**src/rtl/bus_rx_pkg.sv**
```systemverilog
// Shared types and constants for the tri-state bus receiver slice.
package bus_rx_pkg;

   // Receive FSM: waiting for a window, debouncing it, or holding after capture
   typedef enum logic [1:0] {
      IDLE   = 2'd0,
      SETTLE = 2'd1,
      HOLD   = 2'd2
   } rx_state_e;

   // Width of the saturating aborted-window counter
   localparam int GLITCH_W = 8;

   // Debounce counter width; enough for a stable run of up to 15 samples
   localparam int CNT_W = 4;

   // FIFO pointers carry one extra wrap bit beyond the address bits,
   // so full and empty can be told apart when the addresses match
   function automatic int ptrWidth(input int depth);
      return $clog2(depth) + 1;
   endfunction

endpackage

```
**src/rtl/rx_word_fifo.sv**
```systemverilog
// First-word-fall-through word FIFO for captured bus words. A push into a
// full FIFO is dropped unless a pop happens on the same edge, and any drop
// raises a sticky flag that only reset clears.
module rx_word_fifo
   import bus_rx_pkg::*;
#(
   parameter int WIDTH = 8,
   parameter int DEPTH = 4
) (
   input  logic             clk,
   input  logic             rst,
   input  logic             i_push,
   input  logic [WIDTH-1:0] i_data,
   input  logic             i_ready,
   output logic             o_valid,
   output logic [WIDTH-1:0] o_data,
   output logic             o_dropFlag
);

   localparam int PTR_W  = ptrWidth(DEPTH);
   localparam int ADDR_W = PTR_W - 1;
   localparam logic [PTR_W-1:0] PTR_ONE = {{(PTR_W-1){1'b0}}, 1'b1};

   logic [WIDTH-1:0]  r_mem [DEPTH];
   logic [PTR_W-1:0]  r_wrPtr;
   logic [PTR_W-1:0]  r_rdPtr;
   logic              r_dropFlag;

   logic              w_empty;
   logic              w_full;
   logic              w_pop;
   logic              w_write;
   logic              w_drop;
   logic [ADDR_W-1:0] w_wrAddr;
   logic [ADDR_W-1:0] w_rdAddr;

   assign w_wrAddr = r_wrPtr[ADDR_W-1:0];
   assign w_rdAddr = r_rdPtr[ADDR_W-1:0];
   assign w_empty  = (r_wrPtr == r_rdPtr);
   assign w_full   = (r_wrPtr[PTR_W-1] != r_rdPtr[PTR_W-1]) && (w_wrAddr == w_rdAddr);

   // A pop on the same edge frees the head slot, so a push into a full
   // FIFO is still accepted when the consumer is draining at that moment
   assign w_pop    = !w_empty && i_ready;
   assign w_write  = i_push && (!w_full || w_pop);
   assign w_drop   = i_push && w_full && !w_pop;

   // Pointer and sticky drop-flag state; reset empties the FIFO outright
   always_ff @(posedge clk or posedge rst) begin
      if (rst) begin
         r_wrPtr    <= '0;
         r_rdPtr    <= '0;
         r_dropFlag <= 1'b0;
      end else begin
         if (w_write) begin
            r_wrPtr <= r_wrPtr + PTR_ONE;
         end
         if (w_pop) begin
            r_rdPtr <= r_rdPtr + PTR_ONE;
         end
         if (w_drop) begin
            r_dropFlag <= 1'b1;
         end
      end
   end

   // Word storage needs no reset: the empty flag masks stale contents
   always_ff @(posedge clk) begin
      if (w_write) begin
         r_mem[w_wrAddr] <= i_data;
      end
   end

   assign o_valid    = !w_empty;
   assign o_data     = w_empty ? '0 : r_mem[w_rdAddr];
   assign o_dropFlag = r_dropFlag;

endmodule

```
**src/rtl/tristate_bus_receiver.sv**
```systemverilog
// Reader end of the shared tri-state bus. Samples the bus every cycle,
// keeps the last driven word, debounces each drive window and captures
// one stable word per window into a small valid/ready FIFO.
module tristate_bus_receiver
   import bus_rx_pkg::*;
#(
   parameter int WIDTH         = 8,
   parameter int STABLE_CYCLES = 2,
   parameter int DEPTH         = 4
) (
   input  logic                clk,
   input  logic                rst,
   input  logic                bus_drive_n,
   input  logic [WIDTH-1:0]    bus_data,
   output logic [WIDTH-1:0]    keep_data,
   output logic                floating,
   output logic                out_valid,
   output logic [WIDTH-1:0]    out_data,
   input  logic                out_ready,
   output logic                overflow,
   output logic [GLITCH_W-1:0] glitch_count
);

   localparam logic [CNT_W-1:0]    STABLE_CNT = CNT_W'(STABLE_CYCLES);
   localparam logic [CNT_W-1:0]    CNT_ONE    = {{(CNT_W-1){1'b0}}, 1'b1};
   localparam logic [GLITCH_W-1:0] GLITCH_ONE = {{(GLITCH_W-1){1'b0}}, 1'b1};

   logic                r_drive_n;
   logic [WIDTH-1:0]    r_data;
   logic [WIDTH-1:0]    r_keep;
   rx_state_e           r_state;
   rx_state_e           w_nextState;
   logic [WIDTH-1:0]    r_prev;
   logic [WIDTH-1:0]    w_nextPrev;
   logic [CNT_W-1:0]    r_cnt;
   logic [CNT_W-1:0]    w_nextCnt;
   logic                w_push;
   logic                w_glitch;
   logic [GLITCH_W-1:0] r_glitchCount;

   // Register the raw bus once; everything downstream sees only these copies
   always_ff @(posedge clk or posedge rst) begin
      if (rst) begin
         r_drive_n <= 1'b1;
         r_data    <= '0;
      end else begin
         r_drive_n <= bus_drive_n;
         r_data    <= bus_data;
      end
   end

   // Bus keeper: remember the last sample taken while somebody was driving
   always_ff @(posedge clk or posedge rst) begin
      if (rst) begin
         r_keep <= '0;
      end else if (!r_drive_n) begin
         r_keep <= r_data;
      end
   end

   // FSM state, candidate word and run length of identical samples
   always_ff @(posedge clk or posedge rst) begin
      if (rst) begin
         r_state <= IDLE;
         r_prev  <= '0;
         r_cnt   <= '0;
      end else begin
         r_state <= w_nextState;
         r_prev  <= w_nextPrev;
         r_cnt   <= w_nextCnt;
      end
   end

   // Window debounce: a data change restarts the run, a release before the
   // run is long enough is an aborted window, and HOLD blocks a second capture
   always_comb begin
      w_nextState = r_state;
      w_nextPrev  = r_prev;
      w_nextCnt   = r_cnt;
      w_push      = 1'b0;
      w_glitch    = 1'b0;
      unique case (r_state)
         IDLE: begin
            if (!r_drive_n) begin
               w_nextPrev = r_data;
               w_nextCnt  = CNT_ONE;
               if (STABLE_CNT == CNT_ONE) begin
                  w_push      = 1'b1;
                  w_nextState = HOLD;
               end else begin
                  w_nextState = SETTLE;
               end
            end
         end
         SETTLE: begin
            if (r_drive_n) begin
               w_glitch    = 1'b1;
               w_nextState = IDLE;
            end else if (r_data != r_prev) begin
               w_nextPrev = r_data;
               w_nextCnt  = CNT_ONE;
            end else begin
               w_nextCnt = r_cnt + CNT_ONE;
               if ((r_cnt + CNT_ONE) == STABLE_CNT) begin
                  w_push      = 1'b1;
                  w_nextState = HOLD;
               end
            end
         end
         HOLD: begin
            if (r_drive_n) begin
               w_nextState = IDLE;
            end
         end
         default: begin
            w_nextState = IDLE;
         end
      endcase
   end

   // Count aborted windows, sticking at the top value instead of wrapping
   always_ff @(posedge clk or posedge rst) begin
      if (rst) begin
         r_glitchCount <= '0;
      end else if (w_glitch && (r_glitchCount != {GLITCH_W{1'b1}})) begin
         r_glitchCount <= r_glitchCount + GLITCH_ONE;
      end
   end

   // A push only happens when the current sample equals the candidate word,
   // so the registered bus sample is the word to store
   rx_word_fifo #(
      .WIDTH (WIDTH),
      .DEPTH (DEPTH)
   ) u_fifo (
      .clk        (clk),
      .rst        (rst),
      .i_push     (w_push),
      .i_data     (r_data),
      .i_ready    (out_ready),
      .o_valid    (out_valid),
      .o_data     (out_data),
      .o_dropFlag (overflow)
   );

   assign keep_data    = r_keep;
   assign floating     = r_drive_n;
   assign glitch_count = r_glitchCount;

endmodule

```
**config.mk**
```make
export PLATFORM = sky130hd
export DESIGN_NAME = tristate_bus_receiver
export DESIGN_NICKNAME = d
export VERILOG_FILES = /design/src/rtl/bus_rx_pkg.sv /design/src/rtl/rx_word_fifo.sv /design/src/rtl/tristate_bus_receiver.sv
export SDC_FILE = /design/constraint.sdc
export NUM_CORES = 1
export LEC_CHECK = 0
export ABC_AREA = 1
export CAP_MARGIN = 20
export CORE_UTILIZATION = 60
export DETAILED_ROUTE_END_ITERATION = 7
export PLACE_DENSITY_LB_ADDON = 0.15
export SLEW_MARGIN = 40
export SYNTH_ARGS = -nofsm -noshare
export SYNTH_HDL_FRONTEND = slang
export SYNTH_HIERARCHICAL = 1
export SYNTH_SLANG_ARGS = --single-unit
```
**constraint.sdc**
```tcl
create_clock -name clk -period 3.87 [get_ports clk]
set_input_delay 0.774 -clock clk [delete_from_list [all_inputs] [get_ports clk]]
set_output_delay 0.774 -clock clk [all_outputs]
set_load 0.02 [all_outputs]
```
==> impl_metrics.csv, run 1 <==
group,metric,value,unit
status,outcome,"complete, no violations",
clock_network,ctsResizeCount,0,
timing,slew_violations,0,
routing,vias,2586,
synthesis,synth_area_leaders,"dfrtp_1 (31%), edfxtp_1 (27%), nand2_1 (11%)",
global_routing,grt_max_degree,40,
timing,worstMarginPinSlew,0.790,ns
clock_network,clock_latency,0.34,ns
clock_network,cts_tree,"yes",
global_routing,antenna_found_initial,0,
synthesis,synth-xor-area-share,0.0293,
worst_setup_path,slowest_stage,"dfrtp_1",
layout,multi_input_area,1210,µm²
floorplan,die_h,79.3,µm
synthesis,synthCells,378,
layout,nFillCells,409,
timing,layout_setup_ws,0.715,ns
routing,wl_per_cell,12.8,µm
worst_hold_path,hold_depth,1,
timing,post-route-min-period,3.15,ns
worst_hold_path,min_from,"u_fifo/o_dropFlag",
floorplan,io_pins,39,
clock_network,cts-root-buf,"clkbuf_8",
layout,final_cells,497,
pwr,power_density,556,nW/µm²
synthesis,muxShareOfSynthArea,0,
clock_network,postCtsHoldBufs,0,
worst_setup_path,critical_path_peak_fanout,20,
worst_setup_path,worstPathCellList,"inv_4 > nand2_1 > nand2_2 > nor2_4 > nand2_2 > nand2_1 > inv_2 > clkdlybuf4s50_1",
pwr,pwr-share-clk,0.222,
synthesis,avgSynthCellArea,9.48,µm²
worst_setup_path,cp.required,3.10,ns
pwr,switchingPower,830,µW
routing,route.detailed.drc,0,
floorplan,start_util,0.635,
timing,relSlewSlack,0.471,
worst_setup_path,worstSetupEndpointType,"output port",
worst_setup_path,reg2regPathDepth,10,
global_routing,grt_use_total,0.237,
timing,fin_hold_ws,0.485,ns
pwr,p_int,1490,µW
place,gp_congestion,0.806,
place,dp.cells,481,
worst_setup_path,timing.rr.end,"u_fifo/r_mem[0][6]",
synthesis,synth_top_family_by_area,"simple AND/OR/NAND/NOR gates",
global_routing,grt.overflow.total,0,
clock_network,path_clk_slew,0.08,ns
worst_setup_path,rrSetupSlack,1.32,ns
clock_network,numClockSinks,78,
routing,ant_nets,0,
synthesis,ys_ff_latch,78,
routing,drt-initial-drc-count,80,
worst_setup_path,r2r-start,"r_data[6]",
worst_setup_path,path_class,"flip-flop to output port",
synthesis,ys_types,29,
timing,finalSetupTns,0,ns
synthesis,synth_edf_count,32,
floorplan,core-area,5640,µm²
synthesis,synthAdderAreaFrac,0.0279,
synthesis,ys_warn_count,6,
routing,viasPerCell,5.20,
layout,layout-drive-gt1-share,0.0965,
worst_hold_path,min_to,"u_fifo/o_dropFlag",
pwr,leakage,0.00188,µW
synthesis,ys_seq_area_frac,0.590,
clock_network,cts_max_level,3,
place,place_ws,1.09,ns
clock_network,cts_made_buffers,9,
synthesis,synth_top_area_cell,"dfrtp_1",
layout,syn2layout_area_growth,16.4,%
pwr,swShare,0.358,
timing,grt_setup_unrepaired,"false",
floorplan,die_area,6280,µm²
pwr,comb_power_share,0.334,
layout,nets,440,
synthesis,synthSimpleGateAreaFrac,0.211,
pwr,pwr-share-seq,0.444,
layout,antennaDiodeCount,0,
timing,setup_violations,0,
place,io_buffers,38,
synthesis,async_flop_share,0.590,
global_routing,first_global_vias,2418,
place,post-dp-hpwl,4.45,mm
routing,wl,6.39,mm
worst_hold_path,hold_path.class,"flip-flop to flip-flop",
synthesis,synth_compound_area_frac,0.0706,
synthesis,syn-cell-area,3580,µm²
worst_setup_path,arrival,2.38,ns
timing,skew,0.00729,ns
clock_network,clock_path_buffers,2,
flow_run,max_cap_violations,0,
synthesis,synth_top_area_share,0.314,
floorplan,fp.dieW,79.3,µm
floorplan,row_count,27,
layout,regArea,2110,µm²
clock_network,post-cts-setup-buffers,0,
synthesis,ys.flop_type,"dfrtp_1",
timing,max_freq,317,MHz
global_routing,grt_pass1_wl,11.0,mm
worst_setup_path,start_kind,"flip-flop",
worst_setup_path,slowest_delay,0.72,ns
pwr,vdd_drop_max,0.423,mV
synthesis,syn-num-nets,398,
timing,finalCritPeriodShare,0.815,
timing,hold_viol,0,
routing,dr.pass1.iters,4,
metal layers:
metal	up-vias	wire length, µm	GRT usage
li1	1299	-	-
met1	1212	2880	0.301
met2	66	3090	0.375
met3	9	305	0.0655
met4	0	104	0.116
met5	-	0	0
synth_stat cells (3+ instances only):
cell type and count:
o21ai_1 5, o22ai_1 9, nand3_2 4, xor2_1 5
buf_4 3, edfxtp_1 32, inv_1 43, nand3_1 19
o21ai_0 27, nand2_1 105, nor2_1 33, nand2_2 5
ha_1 8, dfrtp_1 45, inv_2 8, xnor2_1 7
worst max-delay path by stage:
stage | from | end | slack [ns] | cells after the start
after CTS | u_fifo/r_rdPtr[0] | out_data[7] | 0.70 | 8
after detailed placement | u_fifo/r_rdPtr[0] | out_data[7] | 1.09 | 8
final | u_fifo/r_rdPtr[0] | out_data[7] | 0.72 | 8
after global placement | u_fifo/r_rdPtr[0] | out_data[3] | 1.11 | 8
after global routing | u_fifo/r_rdPtr[0] | out_data[0] | 0.51 | 8
after floorplan | r_cnt[0] | u_fifo/r_mem[0][0] | 1.83 | 8
cells by family (layout without fill, tap and decap cells):
family,count (synthesis),in the layout
and+or+nand+nor,175,175
AOI/OAI and AO/OA,45,45
buffers and inverters,60,107
adders and majority gates,8,8
DFF,78,78
xor gates and xnor gates,12,12
flip-flops by register name (all words and copies together), names as in the netlist:
name,flops
floating,1
glitch_count,8
keep_data,8
r_cnt,4
r_data,8
r_prev,8
r_state,2
u_fifo/o_dropFlag,1
u_fifo/r_mem,32
u_fifo/r_rdPtr,3
u_fifo/r_wrPtr,3
metrics by stage:
step                      total power, µW  utilization  cell area [µm²]
after global routing                 2470        0.739             4170
after CTS                            2340        0.739             4170
final                                2320        0.739             4170
after floorplan                      1560            -             3580
after global placement               1800        0.709             4000
after detailed placement             1820        0.709             4000
power groups by stage:
stage	sequential (µW)	clock, µW	combinational, µW
5_1_grt	1040	569	854
6_report	1030	515	776
4_1_cts	1030	531	780
3_3_place_gp	1040	0	759
2_1_floorplan	1040	0	522
3_5_place_dp	1050	0	778
worst max-delay path, delay by kind of cell, from the launching register on:
family | cells | cell delay [ns]
flip-flops | 1 | 0.72
buffers and inverters | 3 | 0.74
AND/OR/NAND/NOR | 5 | 0.59
final cells by class:
cell class,instances,share of cell area
well taps,72,0.0216
inverters,52,0.0474
repair buffers,39,0.0930
flip-flops and latches,78,0.507
multi-input cells,240,0.291
clock inverters,5,0.00870
clock buffers,11,0.0315
cells in the final DEF (no fill, tap or decap), types with 7 or more instances in the layout:
cell	count
clkbuf_8	9
clkdlybuf4s50_1	38
dfrtp_1	45
edfxtp_1	32
ha_1	8
inv_1	43
inv_2	8
nand2_1	105
nand3_1	19
nor2_1	33
o21ai_0	27
o22ai_1	9
xnor2_1	7
(Power assumes the default switching activity.)
==> run 2: changes to the inputs <==
--- a/config.mk
+++ b/config.mk
@@ -7,7 +7,7 @@
 export LEC_CHECK = 0
 export ABC_AREA = 1
 export CAP_MARGIN = 20
-export CORE_UTILIZATION = 60
+export CORE_UTILIZATION = 56
 export DETAILED_ROUTE_END_ITERATION = 7
 export PLACE_DENSITY_LB_ADDON = 0.15
 export SLEW_MARGIN = 40
==> constraint.sdc (replaced) <==
create_clock -name clk -period 3.2 [get_ports clk]
set_input_delay 0.64 -clock clk [delete_from_list [all_inputs] [get_ports clk]]
set_output_delay 0.64 -clock clk [all_outputs]
set_load 0.02 [all_outputs]
==> impl_metrics.csv, run 2 (synthesized netlist as in run 1, its figures left out) <==
group,metric,value,unit
worst_setup_path,worstSetupEndpointType,"output port",
routing,met1_length,3.11,mm
global_routing,grt_pass1_wl,11.2,mm
timing,max_freq,345,MHz
routing,route.detailed.drc,0,
layout,layout_common_cells,"nand2_1 (105), dfrtp_1 (45), inv_1 (43)",
routing,wl_per_cell,13.7,µm
worst_setup_path,path_class,"flip-flop to output port",
clock_network,path_clk_slew,0.08,ns
floorplan,die_h,82.0,µm
layout,antennaDiodeCount,0,
routing,wl,6.89,mm
layout,largest_reg_flops,32,
routing,drt-initial-drc-count,101,
floorplan,die_area,6720,µm²
pwr,power_density,736,nW/µm²
layout,design_area,4290,µm²
floorplan,fp.dieW,82.0,µm
worst_setup_path,rrSetupSlack,0.68,ns
global_routing,grt_max_degree,40,
routing,wl_met2,3.32,mm
routing,vias,2610,
layout,final_cells,503,
place,gp_congestion,0.797,
clock_network,postCtsHoldBufs,0,
worst_setup_path,cp.required,2.56,ns
clock_network,clock_latency,0.34,ns
timing,grt_setup_unrepaired,"false",
pwr,vdd_drop_max,0.479,mV
layout,regMostFlops,"u_fifo/r_mem",
global_routing,first_global_vias,2531,
worst_setup_path,critical_path_peak_fanout,13,
floorplan,core-area,6060,µm²
place,post-dp-hpwl,4.77,mm
worst_setup_path,start_kind,"flip-flop",
timing,worstMarginPinSlew,0.758,ns
routing,topRoutingLayerUsed,"met4",
floorplan,io_pins,39,
worst_setup_path,cp-startpoint,"u_fifo/r_rdPtr[1]",
floorplan,start_util,0.591,
timing,post-route-min-period,2.90,ns
worst_setup_path,arrival,2.26,ns
clock_network,clock_path_buffers,2,
clock_network,cts_tree,"yes",
place,dpl-instance-area,4030,µm²
layout,nets,443,
worst_hold_path,hold_path.class,"flip-flop to flip-flop",
timing,layout_setup_ws,0.302,ns
layout,syn2layout_area_growth,19.8,%
global_routing,grt.overflow.total,0,
place,dp.cells,487,
timing,setup_violations,0,
flow_run,max_cap_violations,0,
routing,viasPerCell,5.19,
place,io_buffers,38,
timing,hold_viol,0,
timing,finalSetupTns,0,ns
place,place_ws,0.674,ns
floorplan,row_count,28,
layout,layout-drive-gt1-share,0.105,
routing,ant_nets,0,
clock_network,cts_max_level,3,
global_routing,antenna_found_initial,0,
clock_network,ctsResizeCount,0,
clock_network,post-cts-setup-buffers,0,
global_routing,grt_use_total,0.232,
worst_setup_path,timing.rr.end,"u_fifo/r_mem[0][2]",
clock_network,numClockSinks,78,
worst_setup_path,worstSetupEndpoint,"out_data[3]",
clock_network,cts-root-buf,"clkbuf_8",
layout,final_common_cell,"nand2_1",
status,outcome,"complete, no violations",
worst_setup_path,reg2regPathDepth,10,
timing,skew,0.00742,ns
routing,wl_met3,283,µm
layout,nFillCells,470,
worst_setup_path,r2r-start,"r_data[2]",
routing,dr.pass1.iters,4,
timing,relSlewSlack,0.493,
pwr,leakage,0.00195,µW
timing,finalCritPeriodShare,0.906,
timing,slew_violations,0,
clock_network,cts_made_buffers,9,
[run 2: cell count changes in the layout (fill, tap and decap cells not counted)]
cell | before | now
bufinv_16 | 0 | 4
clkbuf_1 | 2 | 1
buf_4 | 1 | 4
clkinvlp_4 | 3 | 0
[run 2: worst min-delay path by stage]
stage | start | endpoint | slack, ns | cells after the start
final | u_fifo/o_dropFlag | u_fifo/o_dropFlag | 0.49 | 1
after global routing | u_fifo/o_dropFlag | u_fifo/o_dropFlag | 0.52 | 1
after CTS | u_fifo/o_dropFlag | u_fifo/o_dropFlag | 0.49 | 1
after detailed placement | u_fifo/o_dropFlag | u_fifo/o_dropFlag | 0.47 | 1
after global placement | keep_data[3] | keep_data[3] | 0.47 | 2
after floorplan | rst | u_fifo/o_dropFlag | 0.44 | 1
[run 2: per-stage QoR]
stage	util	total power [µW]	hold slack, ns
floorplan	-	1890	0.443
global placement	0.665	2210	0.471
detailed placement	0.665	2230	0.473
CTS	0.708	3180	0.494
global route	0.708	3330	0.525
finish	0.708	3160	0.486
[run 2: per-layer routing]
layer  GRT usage  vias up
li1            -     1295
met2       0.372       67
met5           0        -
met1       0.293     1233
met4       0.151        0
met3      0.0367       15
[run 2: where the power goes]
group          switching [µW]  internal (µW)
clock                     352            597
sequential                113           1120
combinational             565            412
[run 2: cell type report]
class	count	area, µm²	share of cell area
Sequential cell	78	2110	0.493
Multi-Input combinational cell	240	1210	0.283
Clock buffer	10	128	0.0297
Clock inverter	6	134	0.0312
Timing Repair Buffer	42	410	0.0957
Tap cell	75	93.8	0.0219
Inverter	52	198	0.0461
[run 2: worst max-delay path: stages (launching register included)]
cell and delay [ns]:
dfrtp_1 0.51, inv_2 0.20, nand2_1 0.07, nand2_1 0.10, nor2_4 0.05, nand2_2 0.20
nand2_1 0.10, inv_1 0.07, clkdlybuf4s50_1 0.60
==> run 3: changes to the inputs <==
--- a/config.mk
+++ b/config.mk
@@ -7,7 +7,8 @@
 export LEC_CHECK = 0
 export ABC_AREA = 1
 export CAP_MARGIN = 20
-export CORE_UTILIZATION = 56
+export CORE_UTILIZATION = 58
+export CTS_BUF_LIST = sky130_fd_sc_hd__clkbuf_8
 export DETAILED_ROUTE_END_ITERATION = 7
 export PLACE_DENSITY_LB_ADDON = 0.15
 export SLEW_MARGIN = 40
==> impl_metrics.csv, run 3 (synthesized netlist as in run 1, its figures left out) <==
group,metric,value,unit
floorplan,fp.dieW,80.6,µm
layout,largest_reg_flops,32,
clock_network,clock_latency,0.34,ns
clock_network,cts_made_buffers,9,
pwr,finalPower,3050,µW
worst_hold_path,hold_depth,1,
timing,setup_violations,0,
global_routing,first_global_vias,2499,
layout,layout_common_cells,"nand2_1 (105), dfrtp_1 (45), inv_1 (44)",
global_routing,grt_use_total,0.242,
timing,grt_setup_unrepaired,"false",
worst_setup_path,critical_path_peak_fanout,13,
timing,skew,0.00821,ns
floorplan,core-area,5960,µm²
global_routing,antenna_found_initial,0,
worst_setup_path,rrSetupSlack,0.77,ns
place,post-dp-hpwl,4.90,mm
clock_network,cts_max_level,3,
timing,slew_violations,0,
timing,finalSetupTns,0,ns
clock_network,path_clk_slew,0.08,ns
timing,worstMarginPinSlew,0.612,ns
worst_setup_path,reg2regPathDepth,10,
worst_setup_path,arrival,2.18,ns
routing,dr.pass1.iters,4,
worst_hold_path,hold_path.class,"flip-flop to flip-flop",
layout,layout-drive-gt1-share,0.107,
worst_setup_path,path_class,"flip-flop to output port",
routing,viasPerCell,5.09,
routing,drt-initial-drc-count,100,
routing,wl,6.82,mm
layout,regMostFlops,"u_fifo/r_mem",
routing,ant_nets,0,
clock_network,numClockSinks,78,
clock_network,post-cts-setup-buffers,0,
place,dp.cells,488,
worst_hold_path,min_from,"u_fifo/o_dropFlag",
routing,vias,2564,
floorplan,io_pins,39,
timing,finalCritPeriodShare,0.883,
place,gp_congestion,0.835,
global_routing,grt_pass1_wl,11.6,mm
layout,syn2layout_area_growth,19.3,%
clock_network,clock_path_buffers,2,
worst_setup_path,cp.required,2.56,ns
timing,post-route-min-period,2.82,ns
layout,nFillCells,456,
pwr,leakage,0.00194,µW
routing,route.detailed.drc,0,
flow_run,max_cap_violations,0,
floorplan,die_h,80.6,µm
place,io_buffers,38,
status,outcome,"complete, no violations",
timing,hold_viol,0,
worst_setup_path,r2r-start,"r_data[2]",
pwr,power_density,713,nW/µm²
pwr,vdd_drop_max,0.507,mV
worst_setup_path,worstSetupEndpointType,"output port",
global_routing,grt_max_degree,40,
worst_setup_path,timing.rr.end,"u_fifo/r_mem[1][1]",
layout,nets,444,
floorplan,row_count,28,
worst_setup_path,start_kind,"flip-flop",
clock_network,cts-root-buf,"clkbuf_8",
floorplan,die_area,6490,µm²
clock_network,ctsResizeCount,0,
global_routing,grt.overflow.total,0,
timing,relSlewSlack,0.591,
floorplan,start_util,0.601,
layout,final_common_cell,"nand2_1",
clock_network,cts_tree,"yes",
clock_network,postCtsHoldBufs,0,
layout,final_cells,504,
timing,max_freq,354,MHz
routing,wl_per_cell,13.5,µm
worst_hold_path,min_to,"u_fifo/o_dropFlag",
layout,antennaDiodeCount,0,
timing,fin_hold_ws,0.490,ns
## run 3: cell count changes in the layout (fill, tap and decap cells not counted)
| cell | change |
|---|---|
| clkinvlp_4 | +2 |
| buf_4 | +1 |
| bufinv_16 | -1 |
| clkbuf_1 | -1 |
| clkinv_4 | -1 |
| inv_1 | +1 |
## run 3: routing by layer
layer	track usage	wire length, µm	vias to the layer above	part of all wire
met2	0.403	3420	54	0.50
met5	0	0	-	0
met3	0.0568	308	6	0.045
met4	0.0768	66	0	0.0097
met1	0.312	3030	1206	0.44
li1	-	-	1298	-
## run 3: cell type report
class	count	area (µm²)	area share
Sequential cell	78	2110	0.494
Timing Repair Buffer	43	418	0.0978
Inverter	52	198	0.0463
Clock inverter	7	114	0.0266
Tap cell	75	93.8	0.0220
Clock buffer	9	124	0.0290
Multi-Input combinational cell	240	1210	0.284
## run 3: metrics by stage
| stage | setup slack (ns) | cell area [µm²] | util |
|---|---|---|---|
| final | 0.375 | 4270 | 0.718 |
| after global routing | 0.164 | 4270 | 0.718 |
| after CTS | 0.338 | 4270 | 0.718 |
| after detailed placement | 0.722 | 4040 | 0.678 |
| after global placement | 0.777 | 4040 | 0.678 |
| after floorplan | 1.16 | 3580 | - |
## run 3: critical path, cell delays in order (launching register included)
cell,delay (ns)
dfrtp_1,0.51
inv_2,0.18
nand2_1,0.07
nand2_1,0.10
nor2_4,0.05
nand2_2,0.19
nand2_1,0.10
inv_2,0.05
clkdlybuf4s50_1,0.58
## run 3: how the worst max path moves through the flow
stage,from,to,cells after the start
CTS,u_fifo/r_rdPtr[1],out_data[3],8
global placement,u_fifo/r_rdPtr[1],out_data[3],8
finish,u_fifo/r_rdPtr[1],out_data[7],8
global route,u_fifo/r_rdPtr[1],out_data[6],8
detailed placement,u_fifo/r_rdPtr[1],out_data[3],8
floorplan,r_cnt[0],u_fifo/r_mem[0][0],8
## run 3: report_power, final
part           internal (µW)  switching [µW]
Combinational            412             545
Sequential              1120             111
Clock                    514             347
